`src/rtl/simple_processor_pkg.sv`:
```
// Shared types for the simple processor: data width, memory functions and DMEM controller enums.
package simple_processor_pkg;

  localparam int DATA_WIDTH           = 32;
  localparam int DMEM_TIMEOUT_DEFAULT = 255;

  typedef enum logic [1:0] {
    LOAD  = 2'b00,
    STORE = 2'b01
  } func_t;

  typedef enum logic [1:0] {
    IDLE = 2'b00,
    BUSY = 2'b01,
    ERR  = 2'b10
  } dmem_ctrl_state_t;

  typedef enum logic {
    ID_CORE = 1'b0,
    ID_DBG  = 1'b1
  } dmem_id_t;

endpackage

```
`src/rtl/rr_arb2.sv`:
```
// Two-input round-robin arbiter; bit 0 = core, bit 1 = dbg.
// Latency: combinational grant, last-grant register updates on upd_i.
// Backpressure: no grant is stored; requesters stay pending until upd_i takes them.
module rr_arb2
  import simple_processor_pkg::*;
(
  input  logic       clk_i,
  input  logic       arst_ni,
  input  logic [1:0] req_i,
  input  logic       upd_i,
  output logic [1:0] gnt_o
);

  dmem_id_t last_q;

  always_comb begin
    gnt_o = req_i;
    if (req_i == 2'b11) begin
      gnt_o = (last_q == ID_DBG) ? 2'b01 : 2'b10;
    end
  end

  // Reset to "dbg granted last" so core wins the first tie.
  always_ff @(posedge clk_i or negedge arst_ni) begin
    if (!arst_ni) begin
      last_q <= ID_DBG;
    end else if (upd_i && (gnt_o != 2'b00)) begin
      last_q <= gnt_o[1] ? ID_DBG : ID_CORE;
    end
  end

endmodule

```
`src/rtl/dmem_ctrl.sv`:
```
// Shares the single DMEM port between core and dbg, one access at a time, with timeout abort.
// Latency: accept in cycle 0, dmem_req_o from cycle 1, done one cycle after ack (min 2 cycles/txn).
// Backpressure: acc_o only while IDLE; requesters hold valid and fields until accepted.
module dmem_ctrl
  import simple_processor_pkg::*;
#(
  parameter int TIMEOUT = DMEM_TIMEOUT_DEFAULT,
  parameter int CNT_W   = $clog2(TIMEOUT + 1)
) (
  input  logic                  clk_i,
  input  logic                  arst_ni,
  input  logic                  core_valid_i,
  input  func_t                 core_func_i,
  input  logic [DATA_WIDTH-1:0] core_addr_i,
  input  logic [DATA_WIDTH-1:0] core_wdata_i,
  output logic                  core_acc_o,
  output logic                  core_done_o,
  output logic [DATA_WIDTH-1:0] core_rdata_o,
  output logic                  core_err_o,
  input  logic                  dbg_valid_i,
  input  func_t                 dbg_func_i,
  input  logic [DATA_WIDTH-1:0] dbg_addr_i,
  input  logic [DATA_WIDTH-1:0] dbg_wdata_i,
  output logic                  dbg_acc_o,
  output logic                  dbg_done_o,
  output logic [DATA_WIDTH-1:0] dbg_rdata_o,
  output logic                  dbg_err_o,
  output logic                  dmem_req_o,
  output logic [DATA_WIDTH-1:0] dmem_addr_o,
  output logic                  dmem_we_o,
  output logic [DATA_WIDTH-1:0] dmem_wdata_o,
  input  logic [DATA_WIDTH-1:0] dmem_rd_i,
  input  logic                  dmem_ack_i,
  output logic                  busy_o
);

  dmem_ctrl_state_t      state_q, state_d;
  func_t                 func_q;
  dmem_id_t              owner_q;
  logic [DATA_WIDTH-1:0] addr_q, wdata_q;
  logic [CNT_W-1:0]      cnt_q;
  logic                  req_q, we_q;
  logic                  core_done_q, dbg_done_q, core_err_q, dbg_err_q;
  logic [DATA_WIDTH-1:0] core_rdata_q, dbg_rdata_q;

  logic [1:0]            gnt;
  logic                  acc_any, win_legal, fin_ok, fin_err, fin;
  dmem_id_t              win_id, done_id;
  func_t                 win_func;
  logic [DATA_WIDTH-1:0] win_addr, win_wdata;

  rr_arb2 u_arb (
    .clk_i   (clk_i),
    .arst_ni (arst_ni),
    .req_i   ({dbg_valid_i, core_valid_i} & {2{state_q == IDLE}}),
    .upd_i   (acc_any),
    .gnt_o   (gnt)
  );

  assign acc_any   = |gnt;
  assign win_id    = gnt[1] ? ID_DBG : ID_CORE;
  assign win_func  = gnt[1] ? dbg_func_i : core_func_i;
  assign win_addr  = gnt[1] ? dbg_addr_i : core_addr_i;
  assign win_wdata = gnt[1] ? dbg_wdata_i : core_wdata_i;
  assign win_legal = (win_func == LOAD) || (win_func == STORE);

  always_comb begin
    state_d = state_q;
    fin_ok  = 1'b0;
    fin_err = 1'b0;
    unique case (state_q)
      IDLE: begin
        if (acc_any) begin
          state_d = win_legal ? BUSY : ERR;
          // An illegal request reports its error during the ERR cycle itself.
          fin_err = !win_legal;
        end
      end
      BUSY: begin
        if (dmem_ack_i) begin
          state_d = IDLE;
          fin_ok  = 1'b1;
        end else if (cnt_q == CNT_W'(TIMEOUT - 1)) begin
          state_d = IDLE;
          fin_err = 1'b1;
        end
      end
      ERR:     state_d = IDLE;
      default: state_d = IDLE;
    endcase
  end

  assign fin     = fin_ok || fin_err;
  assign done_id = (state_q == IDLE) ? win_id : owner_q;

  always_ff @(posedge clk_i or negedge arst_ni) begin
    if (!arst_ni) begin
      state_q      <= IDLE;
      func_q       <= LOAD;
      owner_q      <= ID_CORE;
      addr_q       <= '0;
      wdata_q      <= '0;
      cnt_q        <= '0;
      req_q        <= 1'b0;
      we_q         <= 1'b0;
      core_done_q  <= 1'b0;
      dbg_done_q   <= 1'b0;
      core_err_q   <= 1'b0;
      dbg_err_q    <= 1'b0;
      core_rdata_q <= '0;
      dbg_rdata_q  <= '0;
    end else begin
      state_q <= state_d;
      if (acc_any) begin
        func_q  <= win_func;
        owner_q <= win_id;
        addr_q  <= win_addr;
        wdata_q <= win_wdata;
        cnt_q   <= '0;
      end else if ((state_q == BUSY) && (cnt_q != CNT_W'(TIMEOUT))) begin
        cnt_q <= cnt_q + 1'b1;
      end
      // DMEM strobes come straight from flops so the macro never sees a decode glitch.
      req_q <= (state_d == BUSY);
      we_q  <= (state_d == BUSY) && ((acc_any ? win_func : func_q) == STORE);

      core_done_q <= fin && (done_id == ID_CORE);
      dbg_done_q  <= fin && (done_id == ID_DBG);
      if (fin && (done_id == ID_CORE)) begin
        core_err_q   <= fin_err;
        core_rdata_q <= (fin_ok && (func_q == LOAD)) ? dmem_rd_i : '0;
      end
      if (fin && (done_id == ID_DBG)) begin
        dbg_err_q   <= fin_err;
        dbg_rdata_q <= (fin_ok && (func_q == LOAD)) ? dmem_rd_i : '0;
      end
    end
  end

  assign core_acc_o   = gnt[0];
  assign dbg_acc_o    = gnt[1];
  assign core_done_o  = core_done_q;
  assign dbg_done_o   = dbg_done_q;
  assign core_err_o   = core_err_q;
  assign dbg_err_o    = dbg_err_q;
  assign core_rdata_o = core_rdata_q;
  assign dbg_rdata_o  = dbg_rdata_q;
  assign dmem_req_o   = req_q;
  assign dmem_we_o    = we_q;
  assign dmem_addr_o  = addr_q;
  assign dmem_wdata_o = wdata_q;
  assign busy_o       = (state_q != IDLE);

endmodule

```
`config.mk`:
```
export PLATFORM = sky130hd
export DESIGN_NAME = dmem_ctrl
export DESIGN_NICKNAME = d
export VERILOG_FILES = /design/src/rtl/simple_processor_pkg.sv /design/src/rtl/rr_arb2.sv /design/src/rtl/dmem_ctrl.sv
export SDC_FILE = /design/constraint.sdc
export NUM_CORES = 1
export LEC_CHECK = 0
export CAP_MARGIN = 20
export CELL_PAD_IN_SITES_DETAIL_PLACEMENT = 1
export CELL_PAD_IN_SITES_GLOBAL_PLACEMENT = 2
export CORE_ASPECT_RATIO = 1.75
export CORE_MARGIN = 1.5
export CORE_UTILIZATION = 28
export CTS_CLUSTER_DIAMETER = 50
export CTS_CLUSTER_SIZE = 8
export DETAILED_ROUTE_END_ITERATION = 10
export PLACE_DENSITY = 0.91
export SLEW_MARGIN = 20
export SYNTH_ARGS = -nofsm -noshare
export SYNTH_HDL_FRONTEND = slang
export SYNTH_HIERARCHICAL = 1
export SYNTH_SLANG_ARGS = --single-unit
```
`constraint.sdc`:
```
create_clock -name clk_i -period 4.3 [get_ports clk_i]
set_input_delay 0.86 -clock clk_i [delete_from_list [all_inputs] [get_ports clk_i]]
set_output_delay 0.86 -clock clk_i [all_outputs]
set_load 0.01 [all_outputs]
```
==> results.md <==
- Gate Count Post-Synth: 552
- Most area-consuming cells after synthesis: dfrtp_1 54%, mux2_4 12%, mux2i_1 9.7%
- Maximum vdd drop: 251 uV
- Grt ovf: 0
- Initial core utilization: 0.285
- Synthesized flop and latch total: 148
- Status: complete, no violations
- Largest net degree at the start of global routing: 101
- Core ar.: 23900 um2
- Clock slew at reported path FFs: 0.06 ns
- Post-route setup TNS: 0 ns
- # setup viols final: 0
- First-pass DRT Iterations: 4
- H-tree depth: 4
- Antenna violations before repair: 0
- RD Place Congestion: 0.793
- Root Buffer: clkbuf_16
- Later-pin clock latency in the skew report: 0.44 ns
- Die ar.: 25300 um2
- Unique masters post-synth: 47
- Worst min path class: reg2reg
- Post-synth ARST share: 1.00
- Most frequent cells in the layout: 304 x clkdlybuf4s50_1, 147 x dfrtp_1, 67 x nand2_1
- CP max FO: 13
- Yosys warnings: 6
- Final hold viol count: 0
- GRT Overall Usage: 0.174
- Post-detail-place hpwl: 15600 um
- Synthesized cell area: 6810 um2
- Post-DP Area: 10100 um2
- CTS buffer count: 17
- Share of layout cells above drive strength 1: 0.136
- P per Cell Area: 594 nW/um2
- FF-to-FF path depth: 8
- Seq/Total Area, Yosys: 0.544
- Most common cell after layout, fill and taps aside: clkdlybuf4s50_1
- Crit path DAT: 2.56 ns
- Req. time, crit path: 3.44 ns
- Detailed-route via count: 5297
- Clock Skews: 0.00831 ns
- Multi-input combinational cell area: 2870 um2
- Crit. End Element: output port
- Vias in the first global route: 6143
- Clk sinks: 148
- Post-synth EDFFs: 0
- RSZ-0062 raised after global routing: no
- Hold Buf Count CTS: 0
- Predominant post-synthesis flop cell: dfrtp_1
- Post-detailed-route count of antenna-violating nets: 0
- Final WL: 21500 um
- Slew HR: 0.347
- Area grow syn2layout: 57.2%
- Slew Viols, Final: 0
- Die Span X: 121 um
- Antenna cells: 0
- Setup Crit Path Kind: reg2out
- Final instance area: 10700 um2
- CTS tree: yes
- Max clock buf depth: 2
- Drt wl/cell: 18.4 um
- Worst hold stages: 1
- Port bufs: 305
- Critical Path Start Type: register
- Row count: 75
- Die Ht: 209 um
- Via density per instance: 4.54
- Worst Tran Pin Value: 0.979 ns
- First DRT Iteration DRCs: 185
- Max-cap violations: 0
- FF/Latch Area: 3700 um2
- Final worst-path cycle share: 0.795
- Drt drc: 0
- Mean Syn Cell Area: 12.3 um2
- Final nets: 1017
- CTS resizes: 0
- Max Freq: 0.293 GHz
- Fill cells: 2531
- LEAKAGE: 0.00471 uW
- Area leader, netlist: dfrtp_1
- Min Tclk post-route: 3.42 ns
- Post-CTS setup buffers: 0
- I/O pins: 306
- Mapped Nets: 723
- First-pass GRT wire length: 33500 um
- Synth top area share: 0.540
-- registers in the layout, indices dropped and copies added, names as in the netlist, 2 cells and up --
register,flops
core_rdata_o,32
cnt_q,8
dbg_rdata_o,32
dmem_wdata_o,32
func_q,2
dmem_addr_o,32
state_q,2
-- cell usage after synthesis (all sizes together) (2+ instances only) --
| cell type | count |
|---|---|
| dfrtp | 147 |
| nand2 | 67 |
| mux2i | 66 |
| o21ai | 66 |
| mux2 | 65 |
| and2 | 36 |
| clkbuf | 22 |
| buf | 16 |
| nor2 | 9 |
| inv | 8 |
| a21oi | 4 |
| xnor2 | 4 |
| a21boi | 3 |
| xor2 | 3 |
| a211oi | 2 |
| a31oi | 2 |
| and3b | 2 |
| ha | 2 |
| nand2b | 2 |
| nand3 | 2 |
| nand4 | 2 |
| nor3 | 2 |
| o211ai | 2 |
| o21ba | 2 |
-- per-layer routing --
layer  wire length, um  global-route usage  up-vias
met5                 0                   0        -
met2             11800               0.326      204
met4               691              0.0787        0
met1              7750               0.174     2576
met3              1250              0.0514       39
li1                  -                   -     2478
-- cells by family after synthesis --
kind of cell	Yosys count	synth area share
XOR/XNOR	7	0.00900
adder cells (fa/ha/maj)	2	0.00367
flip-flops	148	0.544
multiplexers	131	0.235
AO/OA/AOI/OAI	87	0.0739
buffers and inverters	46	0.0388
AND/OR/NAND/NOR	131	0.0954
-- final cells by class --
| class | count | area share |
|---|---|---|
| inverter | 8 | 0.00281 |
| clock buffer | 25 | 0.0482 |
| multi-input combinational | 358 | 0.268 |
| clock inverter | 7 | 0.00643 |
| tap | 308 | 0.0360 |
| sequential | 148 | 0.346 |
| timing repair buffer | 313 | 0.292 |
-- worst paths after layout --
kind	slack (ns)	to	start
min in group asynchronous	0.56	dbg_done_o	arst_ni
hold reg to reg	0.49	dbg_err_o	dbg_err_o
max in group asynchronous	2.89	core_rdata_o[4]	arst_ni
hold / removal	0.49	dbg_err_o	dbg_err_o
setup / recovery	0.88	dbg_acc_o	state_q[0]
setup reg to reg	1.05	dbg_rdata_o[4]	state_q[0]
-- through the flow --
step | cells | total power (uW) | hold slack [ns] | utilization | setup WS (ns)
CTS | 1167 | 6470 | 0.496 | 0.447 | 0.832
finish | 1167 | 6360 | 0.491 | 0.447 | 0.882
global placement | 1135 | 4860 | 0.477 | 0.423 | 0.720
global route | 1167 | 6760 | 0.508 | 0.447 | 0.721
floorplan | 552 | 3590 | 0.466 | - | 1.35
detailed placement | 1135 | 4950 | 0.494 | 0.423 | 0.663
-- power by group --
| part | switching, uW | internal [uW] |
|---|---|---|
| Sequential | 275 | 1850 |
| Clock | 593 | 887 |
| Combinational | 1270 | 1480 |
| Total | 2140 | 4220 |
-- worst max-delay path, stage by stage, from the launching register on --
cell	delay, ns
dfrtp_1	0.48
nor2_1	0.37
and2_1	0.28
a21boi_4	0.37
clkdlybuf4s50_1	0.63
Power figures use the tool's default switching activity.
